## config.mk

```make
export PLATFORM = sky130hd
export DESIGN_NAME = serial_adder
export DESIGN_NICKNAME = d
export VERILOG_FILES = /design/src/rtl/serial_adder.sv
export SDC_FILE = /design/constraint.sdc
export NUM_CORES = 1
export LEC_CHECK = 0
export BUFFER_PORTS_ARGS = -buffer_cell sky130_fd_sc_hd__buf_4
export CORE_MARGIN = 3
export CORE_UTILIZATION = 59
export DETAILED_ROUTE_END_ITERATION = 10
export HOLD_SLACK_MARGIN = 0.03
export PLACE_DENSITY_LB_ADDON = 0.15
export SYNTH_ARGS = -nofsm -noshare
export SYNTH_HDL_FRONTEND = slang
export SYNTH_SLANG_ARGS = --single-unit
```

## constraint.sdc

```tcl
create_clock -name clk -period 2 [get_ports clk]
set_input_delay 0.3 -clock clk [delete_from_list [all_inputs] [get_ports clk]]
set_output_delay 0.3 -clock clk [all_outputs]
set_load 0.005 [all_outputs]
```

## src/rtl/serial_adder.sv

```systemverilog
// Multi-cycle adder: {cout,sum} = a + b + cin, DIGIT bits per clock over WIDTH/DIGIT RUN cycles.
// Optional signed-overflow output enabled by defining SERIAL_ADDER_OVF_EN.
module serial_adder #(
    parameter int WIDTH = 8,
    parameter int DIGIT = 1
) (
    input  logic             clk,
    input  logic             rst,
    input  logic             start,
    input  logic [WIDTH-1:0] a,
    input  logic [WIDTH-1:0] b,
    input  logic             cin,
    output logic             busy,
    output logic             done,
    output logic [WIDTH-1:0] sum,
    output logic             cout
`ifdef SERIAL_ADDER_OVF_EN
    ,
    output logic             ovf
`endif
);

    localparam int N  = WIDTH / DIGIT;
    localparam int CW = (N > 1) ? $clog2(N) : 1;

    generate
        if (WIDTH % DIGIT != 0) begin : g_width_check
            $error("serial_adder: WIDTH (%0d) must be a multiple of DIGIT (%0d)", WIDTH, DIGIT);
        end
    endgenerate

    typedef enum logic [1:0] {IDLE, RUN, DONE} state_t;

    state_t           state;
    logic [WIDTH-1:0] a_sh, b_sh, acc;
    logic             carry;
    logic [CW-1:0]    count;
    logic [DIGIT:0]   dsum;
    logic [WIDTH+DIGIT-1:0] cat;
    logic [WIDTH-1:0] acc_next;
    logic             last;

    assign dsum     = {1'b0, a_sh[DIGIT-1:0]} + {1'b0, b_sh[DIGIT-1:0]} + {{DIGIT{1'b0}}, carry};
    // New digit enters at the MSB end; the concat avoids a zero-width slice when DIGIT==WIDTH.
    assign cat      = {dsum[DIGIT-1:0], acc};
    assign acc_next = cat[WIDTH+DIGIT-1:DIGIT];
    assign last     = (count == CW'(N - 1));

`ifdef SERIAL_ADDER_OVF_EN
    // Carry into the MSB recovered from the MSB sum bit and its two operand bits.
    logic c_msb;
    assign c_msb = dsum[DIGIT-1] ^ a_sh[DIGIT-1] ^ b_sh[DIGIT-1];
`endif

    always_ff @(posedge clk or posedge rst) begin
        if (rst) begin
            state <= IDLE;
            busy  <= 1'b0;
            done  <= 1'b0;
            sum   <= '0;
            cout  <= 1'b0;
            a_sh  <= '0;
            b_sh  <= '0;
            acc   <= '0;
            carry <= 1'b0;
            count <= '0;
`ifdef SERIAL_ADDER_OVF_EN
            ovf   <= 1'b0;
`endif
        end else begin
            case (state)
                IDLE, DONE: begin
                    done <= 1'b0;
                    if (start) begin
                        state <= RUN;
                        busy  <= 1'b1;
                        a_sh  <= a;
                        b_sh  <= b;
                        carry <= cin;
                        acc   <= '0;
                        count <= '0;
                    end else begin
                        state <= IDLE;
                        busy  <= 1'b0;
                    end
                end
                RUN: begin
                    a_sh  <= a_sh >> DIGIT;
                    b_sh  <= b_sh >> DIGIT;
                    acc   <= acc_next;
                    carry <= dsum[DIGIT];
                    count <= count + CW'(1);
                    if (last) begin
                        state <= DONE;
                        busy  <= 1'b0;
                        done  <= 1'b1;
                        sum   <= acc_next;
                        cout  <= dsum[DIGIT];
`ifdef SERIAL_ADDER_OVF_EN
                        ovf   <= c_msb ^ dsum[DIGIT];
`endif
                    end
                end
                default: begin
                    state <= IDLE;
                    busy  <= 1'b0;
                    done  <= 1'b0;
                end
            endcase
        end
    end

endmodule

```

# --- After elaboration in Yosys (flattened, before gate mapping) ---
# Index checks and enable logic that the tools add are counted.
totals:
  input_bits: 20
  mem_count: 0
  register_bits: 41
  latchBits: 0
  elab_cells: 41
  ram_bits: 0
  rom_bits: 0
  output_inout_bits: 11
classes:
  bitwise: 0
  add_sub_neg: 3
  eq_ne: 5
  div: 0
  n_mul: 0
  n_shift: 0
  mux: 18
  reduce_logical: 5
  n_lt_le_gt_ge: 0
ops:
  columns: ["op", "n"]
  rows:
  - ["$pmux W8 S2", 3]
  - ["$mux W8", 3]
  - ["$mux W1", 6]
  - ["$pmux W3 S2", 1]
  - ["$ne A2 B2 Y1 const B", 2]
  - ["$pmux W1 S2", 2]
  - ["$pmux W2 S2", 1]
  - ["$reduce_and A2 Y1", 2]
  - ["$add A3 B1 Y3 const B", 1]
  - ["$eq A3 B3 Y1 const B", 1]
  - ["$mux W3", 1]
  - ["$add A1 B1 Y2", 1]
  - ["$add A2 B1 Y2", 1]
  - ["$eq A2 B1 Y1 const B", 1]
  - ["$eq A2 B2 Y1 const B", 1]
  - ["$logic_not A2 Y1", 1]
  - ["$mux W2", 1]
  - ["$reduce_bool A2 Y1", 1]
  - ["$reduce_or A2 Y1", 1]

# --- Logic depth before layout (Yosys ltp) ---
# Gate-level depths: netlist of run 1.
logic_depth:
  word_depth: 4
  ltp_mapped: 5

# --- Least setup slack after synthesis of run 1 ---
# Ideal clock, no wire load.
synth_timing:
  path_kind: "reg-to-reg"
  from: "register count[0]"
  to: "register cout"
  arrival_time_ns: 1.259
  required_time_ns: 1.875
  synth_period_minus_slack_ns: 1.384
  path_stages_with_launch: 5
  slack_ns: 0.616
  setup_ns: 0.125
  path_cell_list: "dfrtp_1 > ha_1 > ha_1 > nand2_4 > mux2_4"
synth_via:
  elab_chain_len: 2
synth_lines:
  columns: ["item", "line", "text"]
  rows:
  - ["from (decl)", "37", "logic [CW-1:0] count;"]
  - ["from (signal assigned)", "92", "count <= count + CW'(1);"]
  - ["$eq A3 B3 Y1", "47", "assign last = (count == CW'(N - 1));"]
  - ["$reduce_and A2 Y1 (no source line)", null, null]
  - ["to (signal assigned)", "98", "cout <= dsum[DIGIT];"]
  - ["to (decl)", "16", "output logic cout"]
# No other way between the ends.
# A chain may end at the register's enable or synchronous reset.

# --- Worst setup path after layout of run 1 ---
layout_timing:
  from: "register state[0]"
  to: "register b_sh[5]"
layout_via:
  elab_chain_len: 4
  word_cells_on_any_way: 8
  classes_between: "eq/ne (3); mux (1); reduce/logical (4)"
layout_lines:
  columns: ["item", "line", "text"]
  rows:
  - ["from (decl)", "34", "state_t state;"]
  - ["from (signal assigned)", "57", "state <= IDLE;"]
  - ["from (signal assigned)", "75", "state <= RUN;"]
  - ["from (signal assigned)", "83", "state <= IDLE;"]
  - ["$eq A2 B2 Y1 or $logic_not A2 Y1 (tied branches)", "71", "case (state)"]
  - ["$reduce_or A2 Y1", "71", null]
  - ["$ne A2 B2 Y1 (no source line) or $reduce_bool A2 Y1 (tied branches)", null, null]
  - ["$reduce_and A2 Y1 (no source line)", null, null]
  - ["to (signal assigned)", "89", "b_sh <= b_sh >> DIGIT;"]
  - ["to (decl)", "35", "logic [WIDTH-1:0] a_sh, b_sh, acc;"]
# Several ways; a longest one is shown, not always the timed one.

==> summary.md, run 1 <==
| Metric | Value |
|---|---|
| Internal | `2.15 mW` |
| Mean Syn Cell Area | `11.6 µm²` |
| Post-Syn Area | `1760 µm²` |
| DRT iter0 DRCs | `62` |
| Routed Antenna Nets | `0` |
| CP endpoint kind | `flop` |
| Area Overhead vs Synth | `20.0%` |
| H-tree levels | `2` |
| Actual slew at the worst max-slew pin | `619 ps` |
| Post-synth EDFFs | `0` |
| Share of flip-flops with an asynchronous set or reset | `100%` |
| Synth Area in Adders | `2.56%` |
| Total track usage | `22.8%` |
| Cells after synthesis | `152` |
| PostCTS Resize Cnt | `0` |
| Chip Width | `60.6 µm` |
| Worst vdd ir | `0.884 mV` |
| Clock power share | `16.9%` |
| Clock skew | `16.1 ps` |
| Switch share | `34.2%` |
| Count leader, synth | `dfrtp_1` |
| Setup repair bufs after CTS | `0` |
| FF-to-FF Start | `state[0]` |
| Setup_tns | `0 ps` |
| # diodes | `0` |
| Register area share after synthesis | `55.6%` |
| Xor/xnor cell area share of the yosys netlist | `0.499%` |
| # DRC | `0` |
| Post-synth top area cell | `dfrtp_1` |
| Crit-path cells | `buf_4 > nand2b_1 > o22ai_1 > nor2_1` |
| CTS Buffer Depth | `2` |
| Largest family of logic cells by synthesized area | `simple AND/OR/NAND/NOR gates` |
| Final Util | `75.2%` |
| Power per cell area | `1550 nW/µm²` |
| Max-Slew Margin vs Limit | `58.7%` |
| Worst-path clk slew | `120 ps` |
| Rows | `19` |
| IO Pins | `31` |
| Mapped Nets | `175` |
| Die area | `3670 µm²` |
| Layout Nets | `209` |
| Final-report max-slew violation count | `0` |
| Maxcap violations | `0` |
| Vias after detailed routing | `1262` |
| Number of buffers created by CTS | `5` |
| Slowest cell on the critical path | `nand2b_1` |
| Worst-Skew Late Latency | `350 ps` |
| Primary FF master, synth | `dfrtp_1` |
| Drt via density | `5.79` |
| Final setup viols | `0` |
| Worst-path fanout max | `15` |
| First-pass GRT wire length | `5890 µm` |
| Hpwl dp | `2420 µm` |
| Synth cell types | `28` |
| Worst Path Required | `2230 ps` |
| Critical path class | `flop to flop` |
| R2r setup slk | `490 ps` |
| Core footprint | `2810 µm²` |
| F_max | `663 MHz` |
| DRT Wirelength | `3520 µm` |
| Vias in the first global route | `1307` |
| Synth Register Bits | `39` |
| Seq pwr share | `42.4%` |
| Initial Util | `62.6%` |
| CTS sink cnt | `39` |
| Die height | `60.6 µm` |
| Final Hold Viols | `0` |
| Mux contribution to synthesized area | `13.2%` |
| Fill cell count | `197` |
| Minimum clock period | `1510 ps` |
| Sw Pwr | `1.12 mW` |
| I/O Buffers | `30` |
| Total gr overflow | `0` |
| Layout cell share with drive strength beyond 1 | `32.1%` |
| DR pass1 iterations | `4` |
| Syn. warnings | `0` |
| Comb pwr share | `40.7%` |
| RSZ-0062 raised after global routing | `no` |
| CTS tree | `done` |
| Largest net degree at the start of global routing | `40` |
| Compound-Gate Fraction of Synth Area | `11.0%` |
| Synth area leaders | `dfrtp_1 (56%), mux2_4 (7.7%), o22ai_1 (3.9%)` |
| Initial antenna violation count | `0` |
| Period utilisation layout | `75.4%` |
| Critical R2R Capture | `b_sh[5]` |
| Area share of the largest cell type after synthesis | `55.6%` |
| Commonest cells in the netlist | `dfrtp_1 (39), nor2_1 (13), nor3_1 (11), o22ai_1 (11)` |
| FF-to-FF path depth | `4` |
| Worst hold-check path type | `primary input to async pin` |
| Drt wl/cell | `16.1 µm` |
| Crit-path max cell delay | `430 ps` |
| Pleak | `1.04 nW` |
| Hold buffers post-CTS | `0` |
| Worst path arrival time | `1740 ps` |
| Routability Congestion | `0.742` |
| Root buf cell | `clkbuf_4` |
| Status | `finished clean` |
| Post-Synth Simple-Gate Area | `14.0%` |
| Critical path startpoint category | `flop` |
==> worst max path at each step <==
stage | from | end | slack (ps) | cells after the start
5_1_grt | state[0] | b_sh[5] | 360 | 4
4_1_cts | state[0] | b_sh[5] | 500 | 4
3_5_place_dp | done | sum[7] | 510 | 3
2_1_floorplan | count[0] | cout | 620 | 4
3_3_place_gp | done | sum[2] | 570 | 3
6_report | state[0] | b_sh[5] | 490 | 4
==> logic make-up after synthesis <==
group                    count (synthesis)
AND/OR/NAND/NOR                         49
flip-flops                              39
AO/OA/AOI/OAI                           30
multiplexers                            18
buffers and inverters                   12
adder cells (fa/ha/maj)                  3
XOR/XNOR                                 1
==> per-stage QoR <==
step | instance area (µm²) | hold WS, ps | instances | total power, mW | worst slack, ps
after global routing | 2110 | 59.9 | 218 | 3.55 | 355
final | 2110 | 42.5 | 218 | 3.27 | 492
after floorplan | 1760 | 441 | 152 | 2.30 | 616
after CTS | 2110 | 54.6 | 218 | 3.29 | 504
after detailed placement | 2020 | 444 | 210 | 2.73 | 513
after global placement | 2020 | 439 | 210 | 2.63 | 569
==> area by class of cell <==
| cell class | count | area [µm²] | share of cell area [%] |
|---|---|---|---|
| sequential | 39 | 976 | 46.3 |
| tap | 31 | 38.8 | 1.84 |
| clock inverter | 2 | 35.0 | 1.66 |
| clock buffer | 6 | 51.3 | 2.43 |
| inverter | 3 | 11.3 | 0.534 |
| timing repair buffer | 36 | 270 | 12.8 |
| multi-input combinational | 101 | 726 | 34.4 |
==> critical path, delay by kind of cell, from the launching register on <==
| family | cells | cell delay [ps] |
|---|---|---|
| buffers and inverters | 1 | 190 |
| AND/OR/NAND/NOR | 2 | 500 |
| flip-flops | 1 | 410 |
| AO/OA/AOI/OAI | 1 | 300 |
==> power by group through the flow <==
stage	Combinational (mW)	Sequential (mW)	Clock (mW)
2_1_floorplan	0.947	1.35	0
3_3_place_gp	1.25	1.38	0
3_5_place_dp	1.32	1.40	0
4_1_cts	1.34	1.39	0.563
5_1_grt	1.50	1.44	0.604
6_report	1.33	1.39	0.552
==> flip-flops by register name (all words and copies together), names as in the netlist <==
| signal | flops |
|---|---|
| b_sh | 8 |
| a_sh | 8 |
| acc | 7 |
| state | 1 |
| done | 1 |
| count | 3 |
| busy | 1 |
| cout | 1 |
| sum | 8 |
| carry | 1 |
==> layout by cell type, fill, tap and decap left out, types with 6 or more instances in the layout <==
master / synthesis / routed
nand2_1: 8 / 8
nor2_1: 13 / 13
o22ai_1: 11 / 11
mux2_2: 6 / 6
buf_4: 1 / 36
o21ai_0: 9 / 9
nor3_1: 11 / 11
dfrtp_1: 39 / 39
mux2_4: 9 / 9
nand2b_1: 8 / 8
==> per-layer routing <==
| layer | track usage [%] | share of wire, % | vias to the layer above |
|---|---|---|---|
| met4 | 12.1 | 2.0 | 0 |
| met5 | 0 | 0 | - |
| met2 | 38.3 | 52 | 30 |
| li1 | - | - | 605 |
| met3 | 6.60 | 4.3 | 9 |
| met1 | 26.3 | 42 | 618 |
Note: power is estimated with default switching activity, not from simulation.
==> inputs of run 2 (changes only) <==
--- a/config.mk
+++ b/config.mk
@@ -5,9 +5,10 @@
 export SDC_FILE = /design/constraint.sdc
 export NUM_CORES = 1
 export LEC_CHECK = 0
+export ABC_AREA = 1
 export BUFFER_PORTS_ARGS = -buffer_cell sky130_fd_sc_hd__buf_4
 export CORE_MARGIN = 3
-export CORE_UTILIZATION = 59
+export CORE_UTILIZATION = 55
 export DETAILED_ROUTE_END_ITERATION = 10
 export HOLD_SLACK_MARGIN = 0.03
 export PLACE_DENSITY_LB_ADDON = 0.15
==> constraint.sdc (replaced) <==
create_clock -name clk -period 1.4 [get_ports clk]
set_input_delay 0.21 -clock clk [delete_from_list [all_inputs] [get_ports clk]]
set_output_delay 0.21 -clock clk [all_outputs]
set_load 0.005 [all_outputs]
==> run 2 against run 1 <==
Compared with the run above: cell area rose by 6.2%; worst setup slack got worse by 400 ps; register-to-register slack got worse by 400 ps; count of clock-buffer cells in the layout rose by 1; sequential power rose by 40%; first-iteration DRC count rose by 42%; synthesized area rose by 8.1%; global-route usage fell by 4.4 points; power rose by 49%; non-clock buffer count rose by 4; highest routed layer unchanged; hold slack improved by 27 ps; flip-flop and latch count did not move.
==> summary.md, run 2 <==
| Metric | Value |
|---|---|
| Layout Nets | `284 (was 209)` |
| Initial antenna violation count | `0 (unchanged)` |
| Rows | `20 (was 19)` |
| PnR worst setup slack | `92.0 ps (was 492 ps)` |
| First-pass GRT wire length | `5860 µm (was 5890 µm)` |
| Worst hold-check path type | `primary input to flop (was primary input to async pin)` |
| WP buf/inv | `1 (unchanged)` |
| Number of buffers created by CTS | `5 (unchanged)` |
| Clock power share | `11.0% (was 16.9%)` |
| Max-Slew Margin vs Limit | `67.8% (was 58.7%)` |
| Layout cell share with drive strength beyond 1 | `23.3% (was 32.1%)` |
| Largest net degree at the start of global routing | `40 (unchanged)` |
| Status | `finished clean (unchanged)` |
| CTS Buffer Depth | `2 (unchanged)` |
| # diodes | `0 (unchanged)` |
| PostCTS Resize Cnt | `0 (unchanged)` |
| Post-synth top area cell | `dfrtp_1 (unchanged)` |
| Comb pwr share | `48.8% (was 40.7%)` |
| Power per cell area | `2170 nW/µm² (was 1550 nW/µm²)` |
| Worst-path fanout max | `10 (was 15)` |
| Count leader, synth | `nand2_1 (was dfrtp_1)` |
| Slowest cell on the critical path | `dfrtp_1 (was nand2b_1)` |
| CP endpoint kind | `flop (unchanged)` |
| Minimum clock period | `1310 ps (was 1510 ps)` |
| DRT Wirelength | `3450 µm (was 3520 µm)` |
| Area after DPL | `2130 µm² (was 2020 µm²)` |
| Critical path class | `flop to flop (unchanged)` |
| F_max | `765 MHz (was 663 MHz)` |
| Most Frequent Cell on Critical Path | `ha_1` |
| Vias in the first global route | `1282 (was 1307)` |
| Largest registers | `a_sh (8), b_sh (8), sum (8) (unchanged)` |
| Total track usage | `18.4% (was 22.8%)` |
| Synth Register Bits | `39 (unchanged)` |
| Routed Antenna Nets | `0 (unchanged)` |
| CTS sink cnt | `39 (unchanged)` |
| Sw Pwr | `2.02 mW (was 1.12 mW)` |
| Setup crit start | `count[0] (was state[0])` |
| Seq pwr share | `40.2% (was 42.4%)` |
| Design area | `2240 µm² (was 2110 µm²)` |
| Switch share | `41.6% (was 34.2%)` |
| Internal | `2.84 mW (was 2.15 mW)` |
| Cells after synthesis | `223 (was 152)` |
| Maxcap violations | `0 (unchanged)` |
| Period utilisation layout | `93.4% (was 75.4%)` |
| Worst-Skew Late Latency | `340 ps (was 350 ps)` |
| Primary FF master, synth | `dfrtp_1 (unchanged)` |
| Min-delay src | `b[7]` |
| Delay-heaviest family, CP | `adder cells (was simple AND/OR/NAND/NOR gates)` |
| Vias after detailed routing | `1435 (was 1262)` |
| Pleak | `1.27 nW (was 1.04 nW)` |
| I/O Buffers | `30 (unchanged)` |
| Setup WS pre-CTS | `50.4 ps (was 513 ps)` |
| Total gr overflow | `0 (unchanged)` |
| Worst vdd ir | `1.23 mV (was 0.884 mV)` |
| Clock skew | `3.65 ps (was 16.1 ps)` |
| Commonest non-fill, non-tap cell in the layout | `nand2_1 (was dfrtp_1)` |
| Die area | `4190 µm² (was 3670 µm²)` |
| Area Overhead vs Synth | `17.9% (was 20.0%)` |
| DRT iter0 DRCs | `88 (was 62)` |
| Worst-path clk slew | `100 ps (was 120 ps)` |
| Drt wl/cell | `11.3 µm (was 16.1 µm)` |
| Syn. warnings | `0 (unchanged)` |
| Mean Syn Cell Area | `8.52 µm² (was 11.6 µm²)` |
| Area share of the largest cell type after synthesis | `51.4% (was 55.6%)` |
| Critical path startpoint category | `flop (unchanged)` |
| Routability Congestion | `0.749 (was 0.742)` |
| H-tree levels | `2 (unchanged)` |
| Initial Util | `59.8% (was 62.6%)` |
| Crit-path cells | `ha_1 > ha_1 > nand2_4 > buf_12 > nand2_1 > o21ai_2 (was buf_4 > nand2b_1 > o22ai_1 > nor2_1)` |
| Setup_tns | `0 ps (unchanged)` |
| FF-to-FF Start | `count[0] (was state[0])` |
| Die height | `64.8 µm (was 60.6 µm)` |
| DR pass1 iterations | `4 (unchanged)` |
| Synth area leaders | `dfrtp_1 (51%), nand2_1 (14%), inv_1 (7.9%) (was dfrtp_1 (56%), mux2_4 (7.7%), o22ai_1 (3.9%))` |
| Final-report max-slew violation count | `0 (unchanged)` |
| CTS tree | `done (unchanged)` |
| Core footprint | `3180 µm² (was 2810 µm²)` |
| Root buf cell | `clkbuf_4 (unchanged)` |
| Final Hold Viols | `0 (unchanged)` |
| Commonest cells in the netlist | `nand2_1 (73), inv_1 (40), dfrtp_1 (39) (was dfrtp_1 (39), nor2_1 (13), nor3_1 (11), o22ai_1 (11))` |
| Final setup viols | `0 (unchanged)` |
| Hpwl dp | `2280 µm (was 2420 µm)` |
| Actual slew at the worst max-slew pin | `483 ps (was 619 ps)` |
| Worst Path Required | `1680 ps (was 2230 ps)` |
| Drt via density | `4.69 (was 5.79)` |
| Synth cell types | `19 (was 28)` |
| Register area share after synthesis | `51.4% (was 55.6%)` |
| Crit-path max cell delay | `410 ps (was 430 ps)` |
| Post-Syn Area | `1900 µm² (was 1760 µm²)` |
| Post-synth EDFFs | `0 (unchanged)` |
| Worst path arrival time | `1580 ps (was 1740 ps)` |
| Worst hold slack | `69.3 ps (was 42.5 ps)` |
| Share of flip-flops with an asynchronous set or reset | `100% (unchanged)` |
| Chip Width | `64.8 µm (was 60.6 µm)` |
| # DRC | `0 (unchanged)` |
| IO Pins | `31 (unchanged)` |
| Most frequent cells in the layout | `nand2_1 (73), inv_1 (40), dfrtp_1 (39), buf_4 (38), nand3_1 (30) (was dfrtp_1 (39), buf_4 (36), nor2_1 (13), o22ai_1 (11), nor3_1 (11))` |
| Mapped Nets | `246 (was 175)` |
| RSZ-0062 raised after global routing | `no (unchanged)` |
-- run 2: cell count changes after synthesis, sizes merged, moves of 4 or more --
| cell | previous run | this run |
|---|---|---|
| o21ai | 9 | 18 |
| o22ai | 11 | 0 |
| nand2 | 9 | 77 |
| mux2 | 15 | 0 |
| nand3 | 4 | 30 |
| nand2b | 8 | 0 |
| nor3 | 11 | 0 |
| a22o | 4 | 0 |
| inv | 3 | 43 |
| nor2 | 13 | 3 |
-- run 2: power groups by stage --
stage / sequential, mW / combinational (mW) / clock (mW)
after CTS: 1.95 / 2.35 / 0.555
after global placement: 1.96 / 2.28 / 0
after detailed placement: 1.97 / 2.34 / 0
after floorplan: 1.92 / 1.86 / 0
after global routing: 2.02 / 2.72 / 0.615
final: 1.95 / 2.37 / 0.536
-- run 2: kinds of logic (layout without fill, tap and decap cells) --
group,after synthesis,in the layout,synth area share (%)
adder cells (fa/ha/maj),3,3,2.37
buffers and inverters,52,91,13.0
AO/OA/AOI/OAI,19,19,6.59
flip-flops,39,39,51.4
AND/OR/NAND/NOR,110,110,26.6
-- run 2: worst reg2reg max path: stages (launching register included) --
cell and delay, ps:
dfrtp_1 410, ha_1 200, ha_1 230, nand2_4 140
buf_12 140, nand2_1 60, o21ai_2 50
-- run 2: cell type report --
cell class                      count  area, µm²
Sequential cell                    39        976
Fill cell                         265        940
Multi-Input combinational cell    132        676
Timing Repair Buffer               40        315
Inverter                           43        166
Tap cell                           44       55.1
Clock buffer                        7       45.0
Clock inverter                      1       5.00
-- run 2: stage by stage --
step | instances | util [%] | total power, mW
final | 306 | 70.4 | 4.86
after detailed placement | 292 | 67.0 | 4.31
after global routing | 306 | 70.4 | 5.35
after global placement | 292 | 67.0 | 4.24
after CTS | 301 | 68.9 | 4.86
after floorplan | 223 | - | 3.78
-- run 2: metal layers --
layer	up-vias	track usage [%]	wire, µm
li1	754	-	-
met1	651	25.3	1680
met2	22	28.0	1560
met3	8	4.85	145
met4	0	7.12	59
met5	-	0	0
-- run 2: timing repair --
| item | CTS | global route |
|---|---|---|
| endpoints found under the setup margin | 0 | 2 |
| endpoints found under the hold margin | 39 | 0 |
| hold buffers | 1 | 0 |
| setup buffers | 0 | 5 |
-- run 2: worst paths after layout --
check	depth (start not counted)	to	slack [ps]
setup / recovery	6	sum[5]	90
hold / removal	3	b_sh[7]	70
setup reg to reg	6	sum[5]	90
hold reg to reg	1	count[0]	480
max in group asynchronous	4	cout	530
min in group asynchronous	4	sum[5]	530
